===== src/rtl/div_iter.sv =====
// Iterative radix-2 restoring divider for DIV/DIVU: one quotient bit per cycle,
// {remainder, quotient} presented in divres with a one-cycle ready pulse.
module div_iter #(
    parameter int DATA_W = 32
) (
    input  logic                  clk,
    input  logic                  rst,
    input  logic                  start,
    input  logic                  sign,
    input  logic [DATA_W-1:0]     opr1,
    input  logic [DATA_W-1:0]     opr2,
    input  logic                  cancel,
    output logic                  busy,
    output logic                  ready,
    output logic [2*DATA_W-1:0]   divres
);

    localparam int CNT_W = $clog2(DATA_W + 1);

    localparam logic [1:0] S_IDLE = 2'd0;
    localparam logic [1:0] S_CALC = 2'd1;
    localparam logic [1:0] S_DONE = 2'd2;

    logic [1:0]            state_q, state_d;
    logic [CNT_W-1:0]      cnt_q, cnt_d;
    logic [DATA_W-1:0]     rem_q, rem_d;
    logic [DATA_W-1:0]     quo_q, quo_d;
    logic [DATA_W-1:0]     dvs_q, dvs_d;
    logic                  qneg_q, qneg_d;
    logic                  rneg_q, rneg_d;
    logic [2*DATA_W-1:0]   divres_q, divres_d;

    logic [DATA_W-1:0]     a_abs, b_abs;
    logic [DATA_W:0]       shifted, diff;
    logic                  ge;
    logic [DATA_W-1:0]     rem_step, quo_step, rem_fix, quo_fix;

    // One restoring step on the DATA_W+1-bit partial remainder.
    always_comb begin
        a_abs    = (sign && opr1[DATA_W-1]) ? ('0 - opr1) : opr1;
        b_abs    = (sign && opr2[DATA_W-1]) ? ('0 - opr2) : opr2;
        shifted  = {rem_q, quo_q[DATA_W-1]};
        diff     = shifted - {1'b0, dvs_q};
        ge       = (shifted >= {1'b0, dvs_q});
        rem_step = ge ? diff[DATA_W-1:0] : shifted[DATA_W-1:0];
        quo_step = {quo_q[DATA_W-2:0], ge};
        rem_fix  = rneg_q ? ('0 - rem_step) : rem_step;
        quo_fix  = qneg_q ? ('0 - quo_step) : quo_step;
    end

    always_comb begin
        state_d  = state_q;
        cnt_d    = cnt_q;
        rem_d    = rem_q;
        quo_d    = quo_q;
        dvs_d    = dvs_q;
        qneg_d   = qneg_q;
        rneg_d   = rneg_q;
        divres_d = divres_q;

        case (state_q)
            S_IDLE: begin
                if (start) begin
                    if (opr2 != '0) begin
                        state_d = S_CALC;
                        cnt_d   = CNT_W'(DATA_W);
                        rem_d   = '0;
                        quo_d   = a_abs;
                        dvs_d   = b_abs;
                        qneg_d  = sign && (opr1[DATA_W-1] != opr2[DATA_W-1]);
                        rneg_d  = sign && opr1[DATA_W-1];
                    end else begin
                        state_d  = S_DONE;
                        divres_d = {opr1, {DATA_W{1'b1}}};
                    end
                end
            end
            S_CALC: begin
                rem_d = rem_step;
                quo_d = quo_step;
                cnt_d = cnt_q - CNT_W'(1);
                if (cnt_q == CNT_W'(1)) begin
                    state_d  = S_DONE;
                    divres_d = {rem_fix, quo_fix};
                end
            end
            S_DONE:  state_d = S_IDLE;
            default: state_d = S_IDLE;
        endcase

        // A flush kills whatever was in flight, including a same-cycle start.
        if (cancel) begin
            state_d  = S_IDLE;
            divres_d = divres_q;
        end
    end

    always_ff @(posedge clk or negedge rst) begin
        if (!rst) begin
            state_q  <= S_IDLE;
            cnt_q    <= '0;
            rem_q    <= '0;
            quo_q    <= '0;
            dvs_q    <= '0;
            qneg_q   <= 1'b0;
            rneg_q   <= 1'b0;
            divres_q <= '0;
        end else begin
            state_q  <= state_d;
            cnt_q    <= cnt_d;
            rem_q    <= rem_d;
            quo_q    <= quo_d;
            dvs_q    <= dvs_d;
            qneg_q   <= qneg_d;
            rneg_q   <= rneg_d;
            divres_q <= divres_d;
        end
    end

    assign busy   = (state_q != S_IDLE);
    assign ready  = (state_q == S_DONE);
    assign divres = divres_q;

endmodule


===== config.mk =====
export PLATFORM = sky130hd
export DESIGN_NAME = div_iter
export DESIGN_NICKNAME = d
export VERILOG_FILES = /design/src/rtl/div_iter.sv
export SDC_FILE = /design/constraint.sdc
export NUM_CORES = 1
export LEC_CHECK = 0
export CAP_MARGIN = 20
export CORE_MARGIN = 1.5
export CORE_UTILIZATION = 55
export CTS_CLUSTER_SIZE = 30
export DETAILED_ROUTE_END_ITERATION = 6
export PLACE_DENSITY = 0.89
export SYNTH_ARGS = -nofsm -noshare
export SYNTH_HDL_FRONTEND = slang
export SYNTH_SLANG_ARGS = --single-unit

===== constraint.sdc =====
create_clock -name clk -period 5.93 [get_ports clk]
set_input_delay 1.186 -clock clk [delete_from_list [all_inputs] [get_ports clk]]
set_output_delay 1.186 -clock clk [all_outputs]
set_load 0.1 [all_outputs]

==> summary.txt <==
DP Area: 13,700 sq um
Critical Path Source: opr2[0]
Post-CTS Setup Bufs: 0
slowest stage delay, CP: 0.55 ns
hold_buf cts: 0
Avg Vias per Cell: 6.20
crit-path leading delay family: simple AND/OR/NAND/NOR gates
RSZ-0062 raised after global routing: false
Worst path slowest cell: or4_1
port buffer count: 134
highest clock rate: 0.207 GHz
CTS H-tree depth: 4
worst vdd ir: 0.000308 V
DRT antenna net count: 0
Die H: 152 um
later-pin clock latency in the skew report: 0.44 ns
max-cap violations: 0
worst r2r path cells: 13
share of cells above drive strength 1: 0.0570
nets: 1,728
commonest cells after routing, fill and taps aside: 178 x nand2_1, 170 x dfrtp_1, 165 x o21ai_0
CTS tree: yes
PD cells: 590 nW/um^2
Clock Path Buffers: 2
Hold Path Depth: 2
critical path class: in -> reg
clock slew at the register clock pins of the worst setup and hold paths: 0.07 ns
Max Slew Vio Count: 0
sum of negative setup slack: 0 ns
Iteration-0 DRC Markers: 1,448
Rel. slew slack: 0.330
Tot GR Track Use: 0.299
EDFF count, synth: 0
top_reg_cell synth: dfrtp_1
final-report hold violation count: 0
RR Startpoint: rem_q[8]
outcome: finished, final reports clean
DIE AREA: 23,100 sq um
Placer Congestion: 0.942
gr ovfl total: 0
worst path bufs/invs: 3
I/O Pins: 135
Worst path depth: 14
first-pass GRT wire length: 56,900 um
Mapped Area: 12,200 sq um
Rows: 54
Final Skew: 0.00840 ns
drt total wl: 34,500 um
critical path cell sequence: clkdlybuf4s50_1 > inv_1 > ha_1 > or3b_1 > or4_1 > nor4_2 > nand4_1 > or4_1 > nand2_1 > or2_2 > buf_4 > nor2_1 > a21oi_1 > o21ai_0
antenna diode count: 0
Seq cells post-synth: 170
WP data required: 6.21 ns
Setup-failing EPs final: 0
initial antenna violation count: 0
Vias: 11,900
min Tclk post-route: 4.83 ns
post-synthesis sequential area ratio: 0.348
Worst Max-Slew Pin Slew: 1.00 ns
Syn Inst Count: 1,538
Unique masters post-synth: 83
die width: 152 um
Net Count, Synth: 1,646
TritonRoute pass-1 iters: 6
FFs w/ async S/R, synth: 1.00
CP endpoint kind: flop
worst hold path startpoint: divres[32]
Design Power: 8.46 mW
final period utilization: 0.815
Avg WL per Cell: 18.0 um
Arr. time, crit path: 5.11 ns
DRC Markers: 0
dpl hpwl: 25,600 um
Hold WC Path Type: reg -> reg
post-cts gate resize count: 0
vias in the first global route: 11,300
commonest non-fill, non-tap cell in the layout: nand2_1
YS warnings: 0
Area Growth Syn to Fin: 17.3%
Initial Util: 0.560
number of fill cells: 1,771
element type at the critical path start: input port
Root Driver: clkbuf_16
Syn Area/Cell: 7.95 sq um
most used cell, CP: or4_1
critical-path maximum fanout: 61
final std cell area, no fill: 14,300 sq um
core area: 21,800 sq um
Lkg Pwr: 5.96 nW
register area: 4250 sq um
largest net degree at the start of global routing: 114
area of the multi-input gates: 7400 sq um
# clock sinks: 170
total CTS buffers: 17
==> where the power goes <==
| part | internal [mW] | total [mW] | switching [mW] | leakage [nW] |
|---|---|---|---|---|
| logic | 1.71 | 5.42 | 3.70 | 3.54 |
| registers | 1.53 | 1.91 | 0.385 | 2.13 |
| clock network | 0.570 | 1.13 | 0.560 | 0.288 |
==> registers in the layout, summed over array words and instances, names as in the netlist <==
register / cells
cnt_q: 6
divres: 64
dvs_q: 32
qneg_q: 1
quo_q: 32
rem_q: 32
rneg_q: 1
state_q: 2
==> final timing paths <==
kind | endpoint | slack [ns]
worst min register to register | divres[32] | 0.48
worst max-delay path | quo_q[5] | 1.10
worst min-delay path | divres[32] | 0.48
min in group asynchronous | divres[15] | 0.67
max in group asynchronous | cnt_q[1] | 3.99
worst max register to register | divres[57] | 1.16
==> layer usage <==
| layer | vias up | track usage | share of wire |
|---|---|---|---|
| li1 | 5605 | - | - |
| met1 | 5604 | 0.394 | 0.41 |
| met2 | 558 | 0.490 | 0.48 |
| met3 | 86 | 0.0434 | 0.075 |
| met4 | 0 | 0.131 | 0.035 |
| met5 | - | 0 | 0 |
==> kinds of logic after synthesis <==
logic type | share of synthesized area
AO/OA/AOI/OAI | 0.231
multiplexers | 0.0174
AND/OR/NAND/NOR | 0.211
flip-flops | 0.348
buffers and inverters | 0.0486
XOR/XNOR | 0.104
adder cells (fa/ha/maj) | 0.0405
==> stage by stage <==
stage	util	hold slack, ns	worst slack (ns)	instances
final	0.657	0.482	1.10	1913
after global routing	0.657	0.517	0.773	1913
after CTS	0.655	0.490	1.10	1911
after detailed placement	0.628	0.474	0.663	1879
after global placement	0.628	0.464	0.804	1879
after floorplan	-	0.450	1.18	1538
==> cell usage after synthesis, drive strengths merged, types with 11 or more instances <==
master,number,area share
nand2,180,0.056
o21ai,174,0.072
dfrtp,170,0.35
nor2,156,0.048
a21oi,146,0.061
xnor2,84,0.060
xor2,61,0.044
nand3,56,0.023
inv,55,0.017
clkbuf,50,0.015
buf,41,0.016
o31ai,39,0.025
ha,38,0.039
nor3,27,0.012
or3,26,0.014
mux2i,19,0.016
nor4,18,0.0097
and3,16,0.0082
a21o,15,0.0092
a31oi,13,0.0067
nand4,13,0.0067
nand2b,12,0.0061
o21a,11,0.0068
==> worst min-delay path: stages, from the launching register on <==
cell and delay [ns]:
dfrtp_1 0.34, nand2_1 0.04, o21ai_0 0.06
==> final cells by class <==
class | instances | share of cell area
clock buffer | 17 | 0.0297
clock inverter | 15 | 0.0117
inverter | 55 | 0.0146
multi-input combinational | 1222 | 0.516
sequential | 170 | 0.297
tap | 280 | 0.0244
timing repair buffer | 154 | 0.107
No activity file was read; power rests on OpenSTA's default activity.
